===== src/rtl/mul_div_if.sv =====
// Handshake and result bus between the register file / control unit and the
// iterative multiply/divide unit.
interface mul_div_if #(
    parameter int unsigned WIDTH  = 32,
    parameter int unsigned ADDR_W = 6
);
    logic              start;
    logic [1:0]        op;
    logic [WIDTH-1:0]  rs_val;
    logic [WIDTH-1:0]  rt_val;
    logic [ADDR_W-1:0] rd_in;
    logic              busy;
    logic              done;
    logic              wrt;
    logic [ADDR_W-1:0] rd;
    logic [WIDTH-1:0]  result;
    logic              div_by_zero;

    modport master (
        output start, op, rs_val, rt_val, rd_in,
        input  busy, done, wrt, rd, result, div_by_zero
    );

    modport slave (
        input  start, op, rs_val, rt_val, rd_in,
        output busy, done, wrt, rd, result, div_by_zero
    );
endinterface


===== src/rtl/mul_div_unit.sv =====
// Iterative unsigned multiply (shift-add) / divide (restoring) unit that
// writes its result back to the register file as a one-cycle write pulse.
module mul_div_unit #(
    parameter int unsigned WIDTH  = 32,
    parameter int unsigned ADDR_W = 6
) (
    input logic         clk,
    input logic         rst,
    mul_div_if.slave    bus
);
    localparam int unsigned CNT_W = $clog2(WIDTH + 1);

    typedef enum logic [1:0] {IDLE, RUN, DONE} state_t;

    state_t            state, state_n;
    logic [CNT_W-1:0]  cnt, cnt_n;
    logic [1:0]        op_q, op_n;
    logic [WIDTH-1:0]  b_q, b_n;
    logic [WIDTH-1:0]  hi, hi_n;
    logic [WIDTH-1:0]  lo, lo_n;
    logic [ADDR_W-1:0] rd_lat, rd_lat_n;
    logic [ADDR_W-1:0] rd_q, rd_n;
    logic [WIDTH-1:0]  result_q, result_n;
    logic              dbz_q, dbz_n;
    logic              done_q, done_n;
    logic              busy_q, busy_n;
    logic [WIDTH:0]    sum;
    logic [WIDTH:0]    shifted;
    logic [WIDTH:0]    trial;

    // hi:lo holds the running product (multiply) or remainder:quotient (divide).
    // The RUN cycle at cnt == WIDTH is the write-back step, after WIDTH iterations.
    always_comb begin
        state_n  = state;
        cnt_n    = cnt;
        op_n     = op_q;
        b_n      = b_q;
        hi_n     = hi;
        lo_n     = lo;
        rd_lat_n = rd_lat;
        rd_n     = rd_q;
        result_n = result_q;
        dbz_n    = dbz_q;
        done_n   = 1'b0;

        sum     = {1'b0, hi} + (lo[0] ? {1'b0, b_q} : (WIDTH+1)'(0));
        shifted = {hi, lo[WIDTH-1]};
        trial   = shifted - {1'b0, b_q};

        unique case (state)
            IDLE: begin
                if (bus.start) begin
                    op_n     = bus.op;
                    b_n      = bus.rt_val;
                    lo_n     = bus.rs_val;
                    hi_n     = '0;
                    rd_lat_n = bus.rd_in;
                    cnt_n    = '0;
                    state_n  = RUN;
                end
            end
            RUN: begin
                if (cnt == CNT_W'(WIDTH)) begin
                    result_n = op_q[0] ? hi : lo;
                    dbz_n    = op_q[1] && (b_q == '0);
                    rd_n     = rd_lat;
                    done_n   = 1'b1;
                    state_n  = DONE;
                end else begin
                    cnt_n = cnt + CNT_W'(1);
                    if (op_q[1]) begin
                        // Restore when the trial subtraction underflows.
                        hi_n = trial[WIDTH] ? shifted[WIDTH-1:0] : trial[WIDTH-1:0];
                        lo_n = {lo[WIDTH-2:0], ~trial[WIDTH]};
                    end else begin
                        hi_n = sum[WIDTH:1];
                        lo_n = {sum[0], lo[WIDTH-1:1]};
                    end
                end
            end
            DONE: begin
                state_n = IDLE;
            end
            default: begin
                state_n = IDLE;
            end
        endcase

        busy_n = (state_n != IDLE);
    end

    // State and registered outputs.
    always_ff @(posedge clk) begin
        if (rst) begin
            state    <= IDLE;
            cnt      <= '0;
            op_q     <= '0;
            b_q      <= '0;
            hi       <= '0;
            lo       <= '0;
            rd_lat   <= '0;
            rd_q     <= '0;
            result_q <= '0;
            dbz_q    <= 1'b0;
            done_q   <= 1'b0;
            busy_q   <= 1'b0;
        end else begin
            state    <= state_n;
            cnt      <= cnt_n;
            op_q     <= op_n;
            b_q      <= b_n;
            hi       <= hi_n;
            lo       <= lo_n;
            rd_lat   <= rd_lat_n;
            rd_q     <= rd_n;
            result_q <= result_n;
            dbz_q    <= dbz_n;
            done_q   <= done_n;
            busy_q   <= busy_n;
        end
    end

    assign bus.busy        = busy_q;
    assign bus.done        = done_q;
    assign bus.wrt         = done_q;
    assign bus.rd          = rd_q;
    assign bus.result      = result_q;
    assign bus.div_by_zero = dbz_q;
endmodule


===== src/flat_wrapper.sv =====
// flat-port wrapper written by rule: the top's interface ports become plain ports
module mul_div_unit_flat 
#(
    parameter int unsigned WIDTH  = 32,
    parameter int unsigned ADDR_W = 6
)
  (clk, rst, bus_start, bus_op, bus_rs_val, bus_rt_val, bus_rd_in, bus_busy, bus_done, bus_wrt, bus_rd, bus_result, bus_div_by_zero);
  mul_div_if #(.WIDTH(WIDTH), .ADDR_W(ADDR_W)) bus_i ();
  input logic clk;
  input logic rst;
  input wire logic [$bits(bus_i.start)-1:0] bus_start;
  input wire logic [$bits(bus_i.op)-1:0] bus_op;
  input wire logic [$bits(bus_i.rs_val)-1:0] bus_rs_val;
  input wire logic [$bits(bus_i.rt_val)-1:0] bus_rt_val;
  input wire logic [$bits(bus_i.rd_in)-1:0] bus_rd_in;
  output wire logic [$bits(bus_i.busy)-1:0] bus_busy;
  output wire logic [$bits(bus_i.done)-1:0] bus_done;
  output wire logic [$bits(bus_i.wrt)-1:0] bus_wrt;
  output wire logic [$bits(bus_i.rd)-1:0] bus_rd;
  output wire logic [$bits(bus_i.result)-1:0] bus_result;
  output wire logic [$bits(bus_i.div_by_zero)-1:0] bus_div_by_zero;
  assign bus_i.start = bus_start;
  assign bus_i.op = bus_op;
  assign bus_i.rs_val = bus_rs_val;
  assign bus_i.rt_val = bus_rt_val;
  assign bus_i.rd_in = bus_rd_in;
  assign bus_busy = bus_i.busy;
  assign bus_done = bus_i.done;
  assign bus_wrt = bus_i.wrt;
  assign bus_rd = bus_i.rd;
  assign bus_result = bus_i.result;
  assign bus_div_by_zero = bus_i.div_by_zero;
  mul_div_unit #(.WIDTH(WIDTH), .ADDR_W(ADDR_W)) u_core (.clk(clk), .rst(rst), .bus(bus_i));
endmodule

===== config.mk =====
export PLATFORM = sky130hd
export DESIGN_NAME = mul_div_unit_flat
export DESIGN_NICKNAME = d
export VERILOG_FILES = /design/src/rtl/mul_div_if.sv /design/src/rtl/mul_div_unit.sv /design/src/flat_wrapper.sv
export SDC_FILE = /design/constraint.sdc
export NUM_CORES = 1
export LEC_CHECK = 0
export BUFFER_PORTS_ARGS = -buffer_cell sky130_fd_sc_hd__buf_2
export CAP_MARGIN = 10
export CORE_MARGIN = 2
export CORE_UTILIZATION = 23
export DETAILED_ROUTE_END_ITERATION = 8
export GPL_TIMING_DRIVEN = 0
export PLACE_DENSITY = 0.4
export SLEW_MARGIN = 10
export SYNTH_ARGS = -nofsm -noshare
export SYNTH_HDL_FRONTEND = slang
export SYNTH_SLANG_ARGS = --single-unit

===== constraint.sdc =====
create_clock -name clk -period 5.1 [get_ports clk]
set_clock_uncertainty 0.2 [all_clocks]
set_input_delay 1.02 -clock clk [delete_from_list [all_inputs] [get_ports clk]]
set_output_delay 1.02 -clock clk [all_outputs]
set_load 0.01 [all_outputs]

==> Word-level counts from Yosys, hierarchy flattened <==
Cells that the tools add are included.
{ "totals": {"elab_cells": 48, "output_inout_bits": 42, "register_bits": 153, "input_bits": 75} }
{ "classes": {"mux": 18, "n_eq_ne": 4, "reduce_logical": 9, "addsub": 3, "n_bitwise": 2} }
{ "ops": {"columns": ["operator", "n"], "rows": [
  ["$mux W32", 9],
  ["$pmux W32 S2", 2],
  ["$add A32 B33 Y33", 1],
  ["$sub A33 B32 Y33", 1],
  ["$logic_not A32 Y1", 1],
  ["$mux W6", 2],
  ["$pmux W6 S2", 1],
  ["$add A6 B1 Y6 const B", 1],
  ["$eq A6 B6 Y1 const B", 1],
  ["$mux W2", 2],
  ["$ne A2 B2 Y1 const B", 2],
  ["$pmux W2 S2", 1],
  ["$reduce_and A2 Y1", 2],
  ["$reduce_bool A2 Y1", 2],
  ["$reduce_and A3 Y1", 1],
  ["$eq A2 B1 Y1 const B", 1],
  ["$logic_not A2 Y1", 1],
  ["$not A1 Y1", 2],
  ["$reduce_or A2 Y1", 1],
  ["$logic_and A1 B1 Y1", 1],
  ["$mux W1", 1]
]} }

==> Logic depth before layout (Yosys ltp) <==
Gate-level depths: netlist of run 1.
{ "logic_depth": {"ltp_word": 5, "ltp_mapped": 13, "ltp_nobuf": 12} }

==> Worst setup path after synthesis of run 1 <==
No wires, ideal clock.
{ "synth_path": {"path_type": "register to register", "startpoint": "register u_core.lo[31]", "endpoint": "register u_core.hi[24]", "setup_slack_ps": 1940, "setup_ps": 122, "path_buffers": 0, "path_stages_with_launch": 12, "t_arrival_ps": 2838, "path_cell_list": "dfxtp_1 > inv_1 > ha_1 > fa_1 > nand2b_1 > a21o_1 > a211oi_1 > o211ai_1 > a21oi_2 > nor2_4 > mux2_1 > a221o_1"} }
{ "synth_via": {"elab_chain_cells": 5} }
{ "synth_lines": {"columns": ["element", "line_no", "rtl"], "rows": [
  ["from (decl)", "mul_div_unit.sv:20", "logic [WIDTH-1:0] lo, lo_n;"],
  ["from (signal assigned)", "mul_div_unit.sv:113", "lo <= lo_n;"],
  ["$sub A33 B32 Y33", "mul_div_unit.sv:48", "trial = shifted - {1'b0, b_q};"],
  ["$mux W32", "mul_div_unit.sv:73", "hi_n = trial[WIDTH] ? shifted[WIDTH-1:0] : trial[WIDTH-1:0];"],
  ["$mux W32", "mul_div_unit.sv:71", "if (op_q[1]) begin"],
  ["$mux W32", "mul_div_unit.sv:63", "if (cnt == CNT_W'(WIDTH)) begin"],
  ["$pmux W32 S2", "mul_div_unit.sv:50", "unique case (state)"],
  ["to (signal assigned)", "mul_div_unit.sv:112", "hi <= hi_n;"],
  ["to (decl)", "mul_div_unit.sv:19", "logic [WIDTH-1:0] hi, hi_n;"]
]} }
No other way between the ends. The select of a mux whose other input is x is not followed.
A chain may end at the register's enable or synchronous reset.

==> Final worst setup path of run 1 <==
{ "layout_path": {"startpoint": "register u_core.lo[31]", "endpoint": "register u_core.hi[31]"} }
Same word-level chain as after synthesis.

==> results of run 1 <==
## worst min-delay path, cell delays in order (launching register included)
cell and delay, ps:
dfxtp_1 310, nand2_1 50, a21oi_1 50
## Yosys cell counts, types with 5 or more instances
cell type / number
a211oi_1: 48
a21o_1: 24
a21oi_1: 137
a221oi_1: 22
a22oi_1: 9
a31oi_1: 7
a41oi_1: 5
and2_1: 39
and3_1: 14
and4_1: 5
buf_4: 9
buf_6: 7
clkbuf_1: 65
dfxtp_1: 153
ha_1: 66
inv_1: 51
mux2i_1: 80
nand2_1: 193
nand2b_1: 9
nand3_1: 20
nand4_1: 14
nor2_1: 114
nor2b_1: 9
nor3_1: 22
nor4_1: 11
o211ai_1: 26
o21a_1: 9
o21ai_0: 53
o21bai_1: 6
o221ai_1: 9
o31ai_1: 6
or3_1: 11
or4_1: 5
xnor2_1: 27
xor2_1: 17
## metal layers
layer / vias to the layer above / GRT usage (%)
li1: 5311 / -
met1: 5134 / 23.9
met2: 299 / 28.3
met3: 63 / 2.22
met4: 2 / 6.67
met5: - / 0
## state kept, by name, indices dropped and copies added, names as in the netlist
signal / flops
u_core.b_q: 32
u_core.bus.busy: 1
u_core.bus.div_by_zero: 1
u_core.bus.done: 1
u_core.bus.rd: 6
u_core.bus.result: 32
u_core.cnt: 6
u_core.hi: 32
u_core.lo: 32
u_core.op_q: 2
u_core.rd_lat: 6
u_core.state: 2
## cell type report
| cell class | instances | area [um^2] | share of cell area, % |
|---|---|---|---|
| well taps | 607 | 759 | 5.96 |
| repair buffers | 116 | 581 | 4.55 |
| plain buffers | 85 | 418 | 3.28 |
| flip-flops and latches | 153 | 3060 | 24.0 |
| multi-input cells | 1092 | 7170 | 56.2 |
| inverters | 52 | 195 | 1.53 |
| clock buffers | 17 | 425 | 3.34 |
| clock inverters | 15 | 138 | 1.08 |
## report_power, final
part	switching, mW	internal (mW)	leakage [nW]
sequential	0.0669	1.24	1.25
clock	0.604	0.679	0.272
combinational	0.508	0.298	3.47
## final timing paths
kind | end
worst max-delay path | u_core.hi[31]$_SDFFE_PP0P_
worst min-delay path | u_core.bus.rd[1]$_SDFFE_PP0P_
worst max register to register | u_core.hi[31]$_SDFFE_PP0P_
worst min register to register | u_core.bus.rd[1]$_SDFFE_PP0P_
## per-stage QoR
| step | total power [mW] | area (um^2) |
|---|---|---|
| after floorplan | 1.85 | 10800 |
| after global placement | 2.14 | 12200 |
| after detailed placement | 2.14 | 12200 |
| after CTS | 3.44 | 12700 |
| after global routing | 3.56 | 12700 |
| final | 3.40 | 12700 |
## logic make-up (layout without fill, tap and decap cells)
family                     after synthesis  in the layout  share of synthesized area [%]
and+or+nand+nor                        486            486                           21.2
AOI/OAI and AO/OA                      412            412                           25.8
DFF                                    153            153                           28.2
buffers and inverters                  137            285                           5.65
muxes                                   82             82                           7.59
adders and majority gates               68             68                           7.98
xor gates and xnor gates                44             44                           3.55
==> impl_summary.txt, run 1 <==
----------------------------------------------------
[Setup path]
  Levels on crit path ... 13
  Critical path data arrival time ... 4540 ps
  CP startpoint kind ... flip-flop
  Critical Path, Cell by Cell ... inv_1 -> ha_1 -> fa_1 -> nand2b_1 -> a21o_1 -> a211oi_1 -> o211a_1 -> nor3_4 -> nor2_4 -> buf_4 -> buf_4 -> nand4_1 -> a41oi_1
  Crit-path max FO ... 10
  Critical path launch point ... u_core.lo[31]$_SDFFE_PP0P_
  Number of buffers and inverters on the critical path ... 3
  Source of the worst register-to-register timing path ... u_core.lo[31]$_SDFFE_PP0P_
  Gate family responsible for the most delay along the worst path ... compound AO/OA/AOI/OAI gates
  Worst path max stage delay ... 640 ps
  Cell with the largest stage delay on the worst path ... a211oi_1
  Crit Path Class ... flip-flop to flip-flop
  Register-to-register setup slack ... 750 ps
  Reg2Reg Depth ... 13
  Endpoint kind of the worst setup timing path ... flip-flop
  Most common cell on crit path ... buf_4
  Required time at the worst-slack endpoint ... 5280 ps

[GRT]
  Largest net degree at the start of global routing ... 17
  Total global routing overflow ... 0
  First-pass GRT wire length ... 66000 um
  Antenna violations before repair ... 1
  Via count of the first global-routing pass ... 10.7k
  Total routing resource utilization after global routing ... 17.6%

[Clocking]
  Clock tree from TritonCTS ... done
  Resized Gates After CTS ... 0
  Total of hold buffers inserted after clock tree synthesis ... 0
  Number of setup buffers added after CTS ... 0
  Buffer type at the clock tree root ... clkbuf_16
  Worst-Skew Late Latency ... 460 ps
  Max Root-Sink Buffers ... 2
  Clock input transition at the sequential cells of the worst setup and hold paths ... 70 ps
  CTS H-tree depth ... 4
  Total number of clock tree sinks ... 153
  CTS Buf Count ... 17

[Synth]
  Cell type with the largest total area after synthesis ... dfxtp_1
  Syn nets ... 1525
  Leading register cell type out of synthesis ... dfxtp_1
  Post-synth EDFFs ... 0
  Post-synthesis instance area ... 10800 um^2
  Warnings from Yosys ... 0
  Post-synthesis async set-or-reset flop share ... 0%
  Number of unique standard cell types used by synthesis ... 86
  Number of storage elements in the synthesis netlist ... 153
  Fraction of synthesized cell area taken by the top area cell type ... 28.2%
  Sequential area share after synthesis ... 28.2%
  Ranking of synthesized cells by area ... dfxtp_1, ha_1, mux2i_1
  Post-Syn Area per Cell ... 7.85 um^2
  Cells after synthesis ... 1382

[Floorplan]
  Chip height ... 221 um
  Initial Util ... 23.3%
  Placement Rows ... 79
  Die Area ... 48900 um^2
  Floorplan Core Area ... 46600 um^2
  Overall die width ... 221 um
  Top-level port count ... 117

[Placement]
  IO buf count ... 116
  Number of cells in the design after placement ... 2105
  Detailed placer's ending HPWL ... 34800 um
  Post-place setup slack ... 829 ps
  Routability Congestion ... 0.877

[Power and ir drop]
  Pwr Density ... 267 nW/um^2
  Peak supply drop ... 0.198 mV
  Leakage power of the design ... 4.99 nW

[Timing]
  F_max ... 230 MHz
  Post-route minimum period ... 4350 ps
  Worst-margin pin slew ... 1070 ps
  Slew HR ... 28.3%
  Final worst setup slack ... 746 ps
  Worst-case hold slack ... 252 ps
  Setup tns final ... 0 ps
  Period utilisation layout ... 85.4%
  Total of endpoints with negative setup slack in the final report ... 0
  Final Hold Violating Endpoints ... 0
  Max-slew violations ... 0
  Setup repair after global routing missed its margin ... false

[Final layout]
  Most common cell after layout, fill and taps aside ... nand2_1
  Finished Layout Cells ... 2137
  Layout fillers ... 5132
  Final nets ... 1660
  Leading cell types in the layout, fill and taps excluded ... nand2_1, dfxtp_1, a21oi_1
  Share of cells above drive strength 1 ... 12.6%
  Post-synthesis to final-layout area growth ... 17.5%
  Core Util, Final ... 27.4%
  N_diodes ... 0

[Min path]
  Hold WC Path Type ... flip-flop to flip-flop
  Hold_sp ... u_core.bus.rd[1]$_SDFFE_PP0P_
  Number of instances on the worst hold path ... 2

[Routing]
  Post-route ant nets ... 0
  Drt drc ... 0
  Total length of routed wires ... 43700 um
  Vias per std cell ... 5.06
  Highest metal layer with signal wires ... met5
  Number of violations reported at the end of detailed-routing iteration 0 ... 598
  Routed met3 length ... 1770 um
  Wire length per cell ... 20.5 um
  Total number of vias ... 10.8k
  Total length of routed met2 wires ... 19800 um
  Pre-Repair DR Iteration Count ... 5
  Detailed-routing wirelength on met1 ... 20900 um

[Run status]
  Status ... finished, final reports clean

[Flow run]
  Total of max-cap violations ... 0

----------------------------------------------------
Power figures use the tool's default switching activity.
==> run 2: changes to the inputs <==
--- a/config.mk
+++ b/config.mk
@@ -11,7 +11,6 @@
 export CORE_UTILIZATION = 23
 export DETAILED_ROUTE_END_ITERATION = 8
 export GPL_TIMING_DRIVEN = 0
-export PLACE_DENSITY = 0.4
 export SLEW_MARGIN = 10
 export SYNTH_ARGS = -nofsm -noshare
 export SYNTH_HDL_FRONTEND = slang
==> run 2 against run 1 <==
  * Sequential cell count unchanged
  * Clock-buffer cell count unchanged
  * Cell count stayed put
  * Core utilization up 0.097 points
  * Hold slack better by 4.4 ps
  * Critical path type unchanged
==> impl_summary.txt, run 2 (synthesis results as in run 1) <==
----------------------------------------------------
[Setup path]
  Endpoint kind of the worst setup timing path ... flip-flop (unchanged)
  Crit Path Class ... flip-flop to flip-flop (unchanged)
  Crit-path max FO ... 10 (unchanged)
  Source of the worst register-to-register timing path ... u_core.lo[0]$_SDFFE_PP0P_ (was u_core.lo[31]$_SDFFE_PP0P_)
  Critical path data arrival time ... 4390 ps (was 4540 ps)
  CP startpoint kind ... flip-flop (unchanged)
  Required time at the worst-slack endpoint ... 5210 ps (was 5280 ps)
  Critical path launch point ... u_core.lo[0]$_SDFFE_PP0P_ (was u_core.lo[31]$_SDFFE_PP0P_)

[Clocking]
  Resized Gates After CTS ... 0 (unchanged)
  CTS H-tree depth ... 4 (unchanged)
  Number of setup buffers added after CTS ... 0 (unchanged)
  Total number of clock tree sinks ... 153 (unchanged)
  Max Root-Sink Buffers ... 2 (unchanged)
  Buffer type at the clock tree root ... clkbuf_16 (unchanged)
  CTS Buf Count ... 17 (unchanged)
  Clock input transition at the sequential cells of the worst setup and hold paths ... 70 ps (about the same)
  Clock tree from TritonCTS ... done (unchanged)
  Worst-Skew Late Latency ... 450 ps (was 460 ps)
  Total of hold buffers inserted after clock tree synthesis ... 0 (unchanged)

[Floorplan]
  Chip height ... 221 um (unchanged)
  Die Area ... 48900 um^2 (unchanged)
  Top-level port count ... 117 (unchanged)
  Initial Util ... 23.3% (unchanged)
  Overall die width ... 221 um (unchanged)
  Floorplan Core Area ... 46600 um^2 (unchanged)
  Placement Rows ... 79 (unchanged)

[Routing]
  Post-route ant nets ... 0 (unchanged)
  Drt drc ... 0 (unchanged)
  Vias per std cell ... 5.19 (was 5.06)
  Total length of routed wires ... 41300 um (was 43700 um)
  Pre-Repair DR Iteration Count ... 6 (was 5)
  Number of violations reported at the end of detailed-routing iteration 0 ... 858 (was 598)
  Wire length per cell ... 19.3 um (was 20.5 um)
  Total number of vias ... 11.1k (was 10.8k)

[GRT]
  Total global routing overflow ... 0 (unchanged)
  Largest net degree at the start of global routing ... 17 (unchanged)
  Antenna violations before repair ... 1 (unchanged)
  First-pass GRT wire length ... 64000 um (was 66000 um)
  Via count of the first global-routing pass ... 10.8k (was 10.7k)
  Total routing resource utilization after global routing ... 16.6% (was 17.6%)

[Min path]
  Hold_sp ... u_core.rd_lat[0]$_SDFFE_PP0P_ (was u_core.bus.rd[1]$_SDFFE_PP0P_)
  Hold WC Path Type ... flip-flop to flip-flop (unchanged)

[Power and ir drop]
  Peak supply drop ... 0.193 mV (was 0.198 mV)
  Pwr Density ... 270 nW/um^2 (was 267 nW/um^2)
  Tot Pwr ... 3.45 mW (was 3.40 mW)
  Leakage power of the design ... 5.01 nW (was 4.99 nW)

[Timing]
  Setup tns final ... 0 ps (unchanged)
  Total of endpoints with negative setup slack in the final report ... 0 (unchanged)
  Slew HR ... 32.2% (was 28.3%)
  Setup repair after global routing missed its margin ... false (unchanged)
  Final Hold Violating Endpoints ... 0 (unchanged)
  Max-slew violations ... 0 (unchanged)
  Worst-margin pin slew ... 1020 ps (was 1070 ps)
  Period utilisation layout ... 84.0% (was 85.4%)
  Post-route minimum period ... 4280 ps (was 4350 ps)
  F_max ... 233 MHz (was 230 MHz)

[Final layout]
  Most common cell after layout, fill and taps aside ... nand2_1 (unchanged)
  Core Util, Final ... 27.5% (was 27.4%)
  Share of cells above drive strength 1 ... 12.6% (unchanged)
  N_diodes ... 0 (unchanged)
  Final nets ... 1660 (unchanged)
  Post-synthesis to final-layout area growth ... 18.0% (was 17.5%)
  Finished Layout Cells ... 2137 (unchanged)
  Leading cell types in the layout, fill and taps excluded ... nand2_1, dfxtp_1, a21oi_1 (unchanged)
  Summed area of non-filler cells in the final layout ... 12800 um^2 (was 12700 um^2)

[Placement]
  Detailed placer's ending HPWL ... 32300 um (was 34800 um)
  Number of cells in the design after placement ... 2105 (unchanged)
  Routability Congestion ... 0.933 (was 0.877)
  IO buf count ... 116 (unchanged)
  Area post-placement ... 12200 um^2 (unchanged)

[Flow run]
  Total of max-cap violations ... 0 (unchanged)

[Run status]
  Status ... finished, final reports clean (unchanged)

----------------------------------------------------
==> run 2: changes by cell type in the layout (fill, tap and decap cells not counted) <==
cell        delta
inv_8          +3
o21ai_1        +1
clkinv_8       +1
inv_6          -2
bufinv_16      +1
clkinv_2       -2
o21ai_0        -1
clkinvlp_4     -1
==> run 2: per-stage QoR <==
stage,hold slack [ps],setup WS [ps]
after detailed placement,244,902
after global routing,281,691
after floorplan,232,1940
after global placement,238,652
final,256,817
after CTS,255,899
==> run 2: worst paths after layout <==
path	end	slack, ps	depth (start not counted)
max	u_core.hi[25]$_SDFFE_PP0P_	820	11
min	u_core.bus.rd[0]$_SDFFE_PP0P_	260	2
max reg2reg	u_core.hi[25]$_SDFFE_PP0P_	820	11
min reg2reg	u_core.bus.rd[0]$_SDFFE_PP0P_	260	2
==> run 2: critical path, cell delays in order, from the launching register on <==
cell and delay (ps):
dfxtp_1 490, clkbuf_1 410, and2_1 200, ha_1 300, a21oi_1 320, o21ai_0 220
a221o_1 350, a21oi_1 620, a211oi_1 190, or3_1 370, a221oi_1 390, a2111oi_2 80
==> run 2: area by class of cell <==
type | instances | area (um^2)
inverter | 52 | 195
tap | 607 | 759
fill | 5057 | 33800
timing repair buffer | 116 | 581
sequential | 153 | 3060
buffer | 85 | 418
clock inverter | 15 | 183
clock buffer | 17 | 425
multi-input combinational | 1092 | 7170
==> run 2: report_power, final <==
group          leakage, nW  internal [mW]  switching [mW]
combinational         3.47          0.298           0.488
clock                0.294          0.743           0.616
sequential            1.25           1.24          0.0626
==> run 2: routing by layer <==
layer / part of all wire, % / global-route usage, % / routed length [um]
met2: 46 / 27.0 / 19000
met1: 45 / 22.2 / 18500
met5: 0.031 / 0 / 13
met4: 2.8 / 5.76 / 1180
met3: 6.3 / 2.55 / 2620
